**src/rtl/tlc5615_pkg.sv**
```systemverilog
// Shared definitions for the TLC5615 scheduler slice.
//   DA_W        : width of a DA code
//   FRAME_CLKS  : nominal length of one DA serial frame, in clocks
//   sched_state_t : scheduler FSM encoding
//   clamp_div() : applies the floor to a programmed sample divisor
package tlc5615_pkg;

    localparam int unsigned DA_W       = 10;
    localparam int unsigned FRAME_CLKS = 55;

    typedef enum logic [1:0] {
        S_IDLE    = 2'd0,
        S_ISSUE   = 2'd1,
        S_WAIT_LO = 2'd2,
        S_WAIT_HI = 2'd3
    } sched_state_t;

    function automatic logic [15:0] clamp_div(input logic [15:0] div, input logic [15:0] min_div);
        return (div < min_div) ? min_div : div;
    endfunction

endpackage

```
**src/rtl/zircon_tlc5615_rate_timer.sv**
```systemverilog
// Sample-rate timer for the stream requester.
//   clk, rst_n : clock, asynchronous active-low reset
//   en         : run enable; low holds the timer at its reload point
//   cfg_div    : sample period in clocks, floored at MIN_DIV
//   tick       : one-cycle pulse every max(cfg_div, MIN_DIV) enabled clocks
module zircon_tlc5615_rate_timer
    import tlc5615_pkg::*;
#(
    parameter int unsigned MIN_DIV = 64
) (
    input  logic        clk,
    input  logic        rst_n,
    input  logic        en,
    input  logic [15:0] cfg_div,
    output logic        tick
);

    logic [15:0] eff_div;
    logic [15:0] elapsed_q;

    assign eff_div = clamp_div(cfg_div, 16'(MIN_DIV));

    // Counts elapsed clocks rather than remaining ones so the reset value is a constant;
    // remaining = eff_div-1-elapsed_q, i.e. a down-count from eff_div-1 that ticks at zero.
    // The >= also covers cfg_div being lowered mid-period.
    assign tick = en && (elapsed_q >= (eff_div - 16'd1));

    always_ff @(posedge clk or negedge rst_n) begin
        if (!rst_n) begin
            elapsed_q <= '0;
        end else if (!en || tick) begin
            elapsed_q <= '0;
        end else begin
            elapsed_q <= elapsed_q + 16'd1;
        end
    end

endmodule

```
**src/rtl/zircon_tlc5615_scheduler.sv**
```systemverilog
// Chooses which 10-bit code the TLC5615 DA logic sends and when.
// CPU one-shot writes take priority over a rate-paced sample stream; one frame in flight.
//   CLK_50M, RST_N        : clock, asynchronous active-low reset
//   cpu_wr/cpu_data       : CPU write strobe and code; cpu_busy = holding register full
//   strm_en/cfg_div       : stream enable and sample period (clocks)
//   strm_valid/strm_data  : stream sample; strm_ready pops it (same-cycle handshake)
//   DA_DATA/send_start    : code and start pulse to the DA logic; send_finish = DA idle
//   underrun/overrun/err_wd : sticky flags, cleared by clr (a same-cycle set wins)
//   sample_cnt            : stream samples sent, cleared by clr
module zircon_tlc5615_scheduler
    import tlc5615_pkg::*;
#(
    parameter int unsigned MIN_DIV  = 64,
    parameter int unsigned WD_LIMIT = 4
) (
    input  logic            CLK_50M,
    input  logic            RST_N,
    input  logic            cpu_wr,
    input  logic [DA_W-1:0] cpu_data,
    output logic            cpu_busy,
    input  logic            strm_en,
    input  logic [15:0]     cfg_div,
    input  logic            strm_valid,
    input  logic [DA_W-1:0] strm_data,
    output logic            strm_ready,
    output logic [DA_W-1:0] DA_DATA,
    output logic            send_start,
    input  logic            send_finish,
    output logic            underrun,
    output logic            overrun,
    output logic            err_wd,
    input  logic            clr,
    output logic [15:0]     sample_cnt
);

    localparam int unsigned WD_W = $clog2(WD_LIMIT + 1);
    localparam logic [WD_W-1:0] WD_LAST = WD_W'(WD_LIMIT - 1);

    sched_state_t    state_q;
    logic [DA_W-1:0] da_q;
    logic            send_start_q;
    logic [WD_W-1:0] wd_q;
    logic            err_wd_q;

    logic [DA_W-1:0] hold_q;
    logic            busy_q;
    logic            pending_q;
    logic            underrun_q;
    logic            overrun_q;
    logic [15:0]     sample_cnt_q;

    logic tick;
    logic idle_ready;
    logic take_cpu;
    logic take_strm;
    logic take_under;
    logic pend_clear;

    zircon_tlc5615_rate_timer #(
        .MIN_DIV (MIN_DIV)
    ) u_rate_timer (
        .clk     (CLK_50M),
        .rst_n   (RST_N),
        .en      (strm_en),
        .cfg_div (cfg_div),
        .tick    (tick)
    );

    // Arbitration happens only when idle and the DA logic reports idle.
    assign idle_ready = (state_q == S_IDLE) && send_finish;
    assign take_cpu   = idle_ready && busy_q;
    assign take_strm  = idle_ready && !busy_q && pending_q && strm_valid;
    assign take_under = idle_ready && !busy_q && pending_q && !strm_valid;
    assign pend_clear = take_strm || take_under;

    // Scheduler FSM with registered DA-side outputs.
    always_ff @(posedge CLK_50M or negedge RST_N) begin
        if (!RST_N) begin
            state_q      <= S_IDLE;
            da_q         <= '0;
            send_start_q <= 1'b0;
            wd_q         <= '0;
            err_wd_q     <= 1'b0;
        end else begin
            send_start_q <= 1'b0;
            if (clr) begin
                err_wd_q <= 1'b0;
            end
            unique case (state_q)
                S_IDLE: begin
                    if (take_cpu) begin
                        da_q    <= hold_q;
                        state_q <= S_ISSUE;
                    end else if (take_strm) begin
                        da_q    <= strm_data;
                        state_q <= S_ISSUE;
                    end
                end
                S_ISSUE: begin
                    send_start_q <= 1'b1;
                    wd_q         <= '0;
                    state_q      <= S_WAIT_LO;
                end
                S_WAIT_LO: begin
                    if (!send_finish) begin
                        state_q <= S_WAIT_HI;
                    end else if (wd_q == WD_LAST) begin
                        err_wd_q <= 1'b1;
                        state_q  <= S_IDLE;
                    end else begin
                        wd_q <= wd_q + 1'b1;
                    end
                end
                S_WAIT_HI: begin
                    if (send_finish) begin
                        state_q <= S_IDLE;
                    end
                end
                default: state_q <= S_IDLE;
            endcase
        end
    end

    // CPU holding register; a write while full is dropped, including in the issue cycle.
    always_ff @(posedge CLK_50M or negedge RST_N) begin
        if (!RST_N) begin
            hold_q <= '0;
            busy_q <= 1'b0;
        end else if (cpu_wr && !busy_q) begin
            hold_q <= cpu_data;
            busy_q <= 1'b1;
        end else if (take_cpu) begin
            busy_q <= 1'b0;
        end
    end

    // Pending tick. A tick in the cycle the pending one is consumed becomes the new pending;
    // a tick while one is still waiting is lost and flagged.
    always_ff @(posedge CLK_50M or negedge RST_N) begin
        if (!RST_N) begin
            pending_q <= 1'b0;
        end else if (!strm_en) begin
            pending_q <= 1'b0;
        end else if (tick) begin
            pending_q <= 1'b1;
        end else if (pend_clear) begin
            pending_q <= 1'b0;
        end
    end

    // Sticky flags and sample counter; the set/increment is applied after clr so it wins.
    always_ff @(posedge CLK_50M or negedge RST_N) begin
        if (!RST_N) begin
            underrun_q   <= 1'b0;
            overrun_q    <= 1'b0;
            sample_cnt_q <= '0;
        end else begin
            if (clr) begin
                underrun_q <= 1'b0;
                overrun_q  <= 1'b0;
            end
            if (take_under) begin
                underrun_q <= 1'b1;
            end
            if (tick && pending_q && !pend_clear) begin
                overrun_q <= 1'b1;
            end
            if (take_strm) begin
                sample_cnt_q <= (clr ? 16'd0 : sample_cnt_q) + 16'd1;
            end else if (clr) begin
                sample_cnt_q <= '0;
            end
        end
    end

    assign cpu_busy   = busy_q;
    assign strm_ready = take_strm;
    assign DA_DATA    = da_q;
    assign send_start = send_start_q;
    assign err_wd     = err_wd_q;
    assign underrun   = underrun_q;
    assign overrun    = overrun_q;
    assign sample_cnt = sample_cnt_q;

endmodule

```
**config.mk**
```make
export PLATFORM = sky130hd
export DESIGN_NAME = zircon_tlc5615_scheduler
export DESIGN_NICKNAME = d
export VERILOG_FILES = /design/src/rtl/tlc5615_pkg.sv /design/src/rtl/zircon_tlc5615_rate_timer.sv /design/src/rtl/zircon_tlc5615_scheduler.sv
export SDC_FILE = /design/constraint.sdc
export NUM_CORES = 1
export LEC_CHECK = 0
export CAP_MARGIN = 25
export CORE_UTILIZATION = 56
export CTS_CLUSTER_DIAMETER = 200
export DETAILED_ROUTE_END_ITERATION = 6
export GPL_ROUTABILITY_DRIVEN = 0
export GPL_TIMING_DRIVEN = 0
export PLACE_DENSITY = 0.86
export SYNTH_ARGS = -nofsm -noshare
export SYNTH_HDL_FRONTEND = slang
export SYNTH_HIERARCHICAL = 1
export SYNTH_SLANG_ARGS = --single-unit
```
**constraint.sdc**
```tcl
create_clock -name CLK_50M -period 6 [get_ports CLK_50M]
set_input_delay 1.8 -clock CLK_50M [delete_from_list [all_inputs] [get_ports CLK_50M]]
set_output_delay 1.8 -clock CLK_50M [all_outputs]
set_load 0.05 [all_outputs]
```
After elaboration in Yosys (flattened, before gate mapping)

Index checks and enable logic that the tools add are counted.

Register bits after elaboration: 63
Bits of input ports: 43
Output and inout bits: 32
Logic and storage cells: 81

Add/sub/neg operators: 4
Order comparisons: 2
Equal/unequal tests: 10
Multiplexer cells: 28
Reductions and logical operators: 25

Operator list:

| kind                                                        | number |
|---|---|
| 2-to-1 mux 16 bit                                           | 4 |
| adder 16 x 1 -> 16 bit, second input constant               | 2 |
| 2-to-1 mux 10 bit                                           | 2 |
| >= comparator 16 bit                                        | 1 |
| less-than comparator 16 x 7 -> 1 bit, second input constant | 1 |
| subtractor 16 x 1 -> 16 bit, second input constant          | 1 |
| 2-to-1 mux 1 bit                                            | 13 |
| logical AND 1 bit                                           | 10 |
| 2-to-1 mux 2 bit                                            | 5 |
| nonzero test 2 bit                                          | 5 |
| one-hot mux 2 bit (4 select lines)                          | 1 |
| 2-to-1 mux 3 bit                                            | 2 |
| != test 2 bit, second input constant                        | 3 |
| != test 3 bit, second input constant                        | 2 |
| one-hot mux 3 bit (2 select lines)                          | 1 |
| AND reduction 3 bit                                         | 2 |
| equality test 2 bit, second input constant                  | 2 |
| zero test 1 bit                                             | 4 |
| adder 3 x 1 -> 3 bit, second input constant                 | 1 |
| equality test 3 x 2 -> 1 bit, second input constant         | 1 |
| != test 3 x 1 -> 1 bit, second input constant               | 1 |
| equality test 2 x 1 -> 1 bit, second input constant         | 1 |
| zero test 2 bit                                             | 1 |
| logical OR 1 bit                                            | 2 |
| AND reduction 2 bit                                         | 1 |

Longest topological paths before layout

Depth after elaboration: 9
Mapped depth: 18
Depth with buffers taken out: 17

Modules after synthesis

The synthesis kept the hierarchy.

Modules (own cells, without submodules):

| module                    | instances | cells an instance | area each (µm²) | sequential area each (µm²) |
|---|---|---|---|---|
| zircon_tlc5615_scheduler  | 1         | 206               | 2,202.1         | 1,176.1 |
| zircon_tlc5615_rate_timer | 1         | 184               | 1,512.7         | 400.4 |

Worst setup path before layout

OpenSTA, ideal clock, no wires.

Path kind: input -> register
Start point: input port cfg_div[12]
End point: register pending_q
Library setup time: 0.119 ns
Arrival: 5.029 ns
Data required time: 5.881 ns
Setup slack: 0.852 ns
Stages on the path: 18
Path buffers: 1
Path through: or3_1 > nor2_1 > nand3_1 > nand2_1 > ha_1 > nand3_1 > or2_1 > clkbuf_1 > or4_1 > a21oi_1 > ha_1 > o21ai_1 > o21ai_1 > nor4_1 > a21oi_1 > and2_1 > a21oi_1 > nor2b_1

Word-level cells in the longest chain between the ends: 7
Elaborated cells between the ends (all ways): 8
Classes of those cells: 1 x add/sub; 2 x order compare; 1 x eq/ne; 3 x mux; 1 x reduce/logical

RTL lines:

| element                              | RTL line                        | RTL |
|---|---|---|
| from (decl)                          | zircon_tlc5615_scheduler.sv:22  | `input logic [15:0] cfg_div,` |
| less-than comparator 16 x 7 -> 1 bit | tlc5615_pkg.sv:19               | `return (div < min_div) ? min_div : div;` |
| 2-to-1 mux 16 bit (*)                | tlc5615_pkg.sv:19               |  |
| subtractor 16 x 1 -> 16 bit (*)      | zircon_tlc5615_rate_timer.sv:26 | `assign tick = en && (elapsed_q >= (eff_div - 16'd1));` |
| >= comparator 16 bit (*)             | zircon_tlc5615_rate_timer.sv:26 |  |
| logical AND 1 bit (*)                | zircon_tlc5615_rate_timer.sv:26 |  |
| named net tick                       | zircon_tlc5615_scheduler.sv:52  | `logic tick;` |
| 2-to-1 mux 1 bit                     | zircon_tlc5615_scheduler.sv:144 | `end else if (tick) begin` |
| 2-to-1 mux 1 bit                     | zircon_tlc5615_scheduler.sv:142 | `end else if (!strm_en) begin` |
| to (signal assigned)                 | zircon_tlc5615_scheduler.sv:141 | `pending_q <= 1'b0;` |
| to (signal assigned)                 | zircon_tlc5615_scheduler.sv:143 | `pending_q <= 1'b0;` |
| to (signal assigned)                 | zircon_tlc5615_scheduler.sv:145 | `pending_q <= 1'b1;` |
| to (decl)                            | zircon_tlc5615_scheduler.sv:47  | `logic pending_q;` |

The timed path passes the listed nets; every way through them passes the cells marked *.
A chain may end at the register's enable or synchronous reset.

Final worst setup path

Start point: input port send_finish
End point: output port strm_ready

Word-level cells in the longest chain between the ends: 4

RTL lines:

| element                         | RTL line                       | RTL |
|---|---|---|
| from (decl)                     | zircon_tlc5615_scheduler.sv:28 | `input logic send_finish,` |
| logical AND 1 bit               | zircon_tlc5615_scheduler.sv:70 | `assign idle_ready = (state_q == S_IDLE) && send_finish;` |
| logical AND 1 bit (3 in series) | zircon_tlc5615_scheduler.sv:72 | `assign take_strm = idle_ready && !busy_q && pending_q && strm_valid;` |
| to (decl)                       | zircon_tlc5615_scheduler.sv:25 | `output logic strm_ready,` |

Every way passes these cells.

==> flow_summary.toml <==
[worst_setup_path]
critPathMaxStageDelay_ns = 0.57
cp_num_buf_inv = 4
path_cells = "clkdlybuf4s50_1 > nor4b_2 > and2_1 > clkbuf_1 > buf_2 > clkdlybuf4s15_2"
worstPathRequired_ns = 4.20
cp.arrival_ns = 4.04
cp-end-kind = "output pin"
slowest_stage = "clkdlybuf4s50_1"
path_delay_family = "buffers and inverters"
critical_path_class = "input port to output pin"
path_max_fanout = 10
critPathLaunchType = "input port"

[layout]
nFillCells = 461
final_core_util = 0.7488
syn2layout_area_growth_pct = 28.73
final_common_cell = "clkdlybuf4s50_1"
final_cell_mix = "clkdlybuf4s50_1 (72), dfrtp_1 (63), nand2_1 (43)"
antenna_cells = 0
drive_gt1_frac = 0.09792
nets = 540
fin_cells = 557

[outcome]
status = "finished clean"

[synth]
synth_cells = 390
synthDominantCellAreaShare = 0.4244
synth_edf_count = 0
postSynthNetCount = 454
yosys_warnings = 6
synth_top_flop_cell = "dfrtp_1"
ys_ff_latch = 63
synth_area_leaders = "dfrtp_1 (42%), ha_1 (7.1%), nand2_1 (4.3%)"
seq_area_frac_synth = 0.4244
avgSynthCellArea_um2 = 9.525
synth_cell_types = 54
synthArstFlopShare = 1.000
syn_area_um2 = 3715
yosys.area.top_type = "dfrtp_1"

[pwr]
sequentialPowerShare = 0.409
p_switching_uw = 506.8
pwr-share-clk = 0.263
vdd_ir_drop_max_v = 0.0002659
power_per_cell_area_nw_per_um2 = 295.0
p_leak_nw = 2.014
switching_share = 0.3592
combPwrFrac = 0.328
power.total_mw = 1.411
p_int_uw = 903.9

[route]
wl_per_cell_um = 15.52
drc = 0
vias = 3225
ant_nets = 0
dr.pass1.iters = 4
drt-initial-drc-count = 250
avgViaCountPerCell = 5.790
wl_mm = 8.644

[global_routing]
first_global_vias = 3211
grt_pass1_wl_mm = 14.59
overflow = 0
grt_usage = 0.2583
antenna_found_initial = 0
grt_max_degree = 34

[clocking]
cts_sinks = 63
clkTransAtPathRegs_ns = 0.07
clock_latency_ns = 0.34
cts-buffers-inserted = 9
clk_path_buf_depth = 2
ctsRootBufferMaster = "clkbuf_8"
h-tree-depth = 3
cts_tree = "done"

[flow_run]
drv_cap = 0

[timing]
worst_pin_slew_ns = 0.7739
period_needed_ns = 5.841
relSlewSlack = 0.4841
slew_viol_final = 0
setup_viol = 0
fmax_mhz = 171.2
hold_violations = 0
finClkSkew_ns = 0.01199
rsz0062_at_grt = "no"
fin_crit_sh = 0.9735
finalSetupTns_ns = 0

[floorplan]
fp.dieArea_um2 = 6963
die_w_um = 83.45
start_util = 0.5817
die-height_um = 83.45
std_cell_rows = 29
core-area_um2 = 6386
io_pins = 75

[placed_design]
port_buffers = 74
dp_cells = 542
hpwl_mm = 6.161

[min_path]
worst_hold_path_type = "flop to flop"
final timing paths:
check,from,endpoint,slack [ns],cells past startpoint
worst min-delay path,hold_q[2]$_DFFE_PN0P_,DA_DATA[2]$_DFFE_PN0P_,0.49,2
min in group asynchronous,RST_N,state_q[0]$_DFFE_PN0P_,1.54,1
worst max-delay path,send_finish,strm_ready,0.16,6
max in group asynchronous,RST_N,sample_cnt[11]$_DFF_PN0_,3.83,2
worst min register to register,hold_q[2]$_DFFE_PN0P_,DA_DATA[2]$_DFFE_PN0P_,0.49,2
worst max register to register,cpu_busy$_DFFE_PN0P_,sample_cnt[11]$_DFF_PN0_,3.66,6
cell usage after synthesis, types with 3 or more instances:
cell type,n
clkbuf_1,12
o21ai_0,20
nor4_1,9
xor2_1,13
o31ai_1,7
nand3_1,16
ha_1,21
mux2_2,12
nor2b_1,7
o21ai_1,3
xnor2_1,16
a22o_1,3
nand2_1,43
nor2_1,38
or4_1,6
buf_2,4
a21oi_1,14
and2_1,3
nand4_1,9
dfrtp_1,63
mux2i_1,10
or3_1,3
inv_1,12
nor3_1,8
nand3b_1,3
timing repair:
| action | in CTS | in global routing |
|---|---|---|
| setup buffers | 0 | 0 |
| hold buffers | 0 | 0 |
| gates resized for setup | 3 | 4 |
| setup endpoints to repair | 1 | 13 |
worst register-to-register path, stage by stage, from the launching register on:
cell and delay [ns]:
dfrtp_1 0.46, or4b_1 0.55, buf_2 0.17, or3_4 0.40, buf_6 0.14, or4_1 0.39, a21oi_1 0.15
cells by family after synthesis:
logic type | after synthesis | share of synthesized area
AO/OA/AOI/OAI | 61 | 0.1074
XOR/XNOR | 29 | 0.06837
adder cells (fa/ha/maj) | 21 | 0.07073
buffers and inverters | 29 | 0.03267
flip-flops | 63 | 0.4244
multiplexers | 22 | 0.06332
AND/OR/NAND/NOR | 165 | 0.2331
sequential cells by signal, summed over array words and instances (netlist names):
name                    flops
send_start                  1
pending_q                   1
u_rate_timer/elapsed_q     16
DA_DATA                    10
overrun                     1
state_q                     2
hold_q                     10
err_wd                      1
wd_q                        3
underrun                    1
cpu_busy                    1
sample_cnt                 16
final cells by class:
cell class,count,area (um^2),area share
clock buffers,10,137.6,0.02878
repair buffers,75,757.0,0.1583
inverters,12,45.04,0.009419
clock inverters,5,57.56,0.01204
plain buffers,17,76.32,0.01596
multi-input cells,298,2036,0.4257
well taps,77,96.34,0.02015
flip-flops and latches,63,1577,0.3297
power by group through the flow:
stage          clock network [mW]  registers, mW  logic (mW)
2_1_floorplan                   0          0.691       0.175
4_1_cts                     0.376          0.574       0.465
5_1_grt                     0.390          0.586       0.497
3_3_place_gp                    0          0.575       0.443
3_5_place_dp                    0          0.576       0.461
6_report                    0.371          0.576       0.463
metal layers:
layer	vias to the layer above	wire length [um]	global-route usage
li1	1567	-	-
met1	1566	3887	0.3373
met2	81	4309	0.4396
met3	11	357	0.04672
met4	0	90	0.07858
met5	-	0	0
stage by stage:
stage	worst slack, ns	area, um^2	hold WS [ns]
after floorplan	0.8519	3715	0.4460
after global placement	-0.4141	4552	0.4576
after detailed placement	-0.3981	4567	0.4742
after CTS	0.01717	4763	0.4936
after global routing	0.0004419	4782	0.5151
final	0.1588	4782	0.4902
Note: power is estimated with default switching activity, not from simulation.
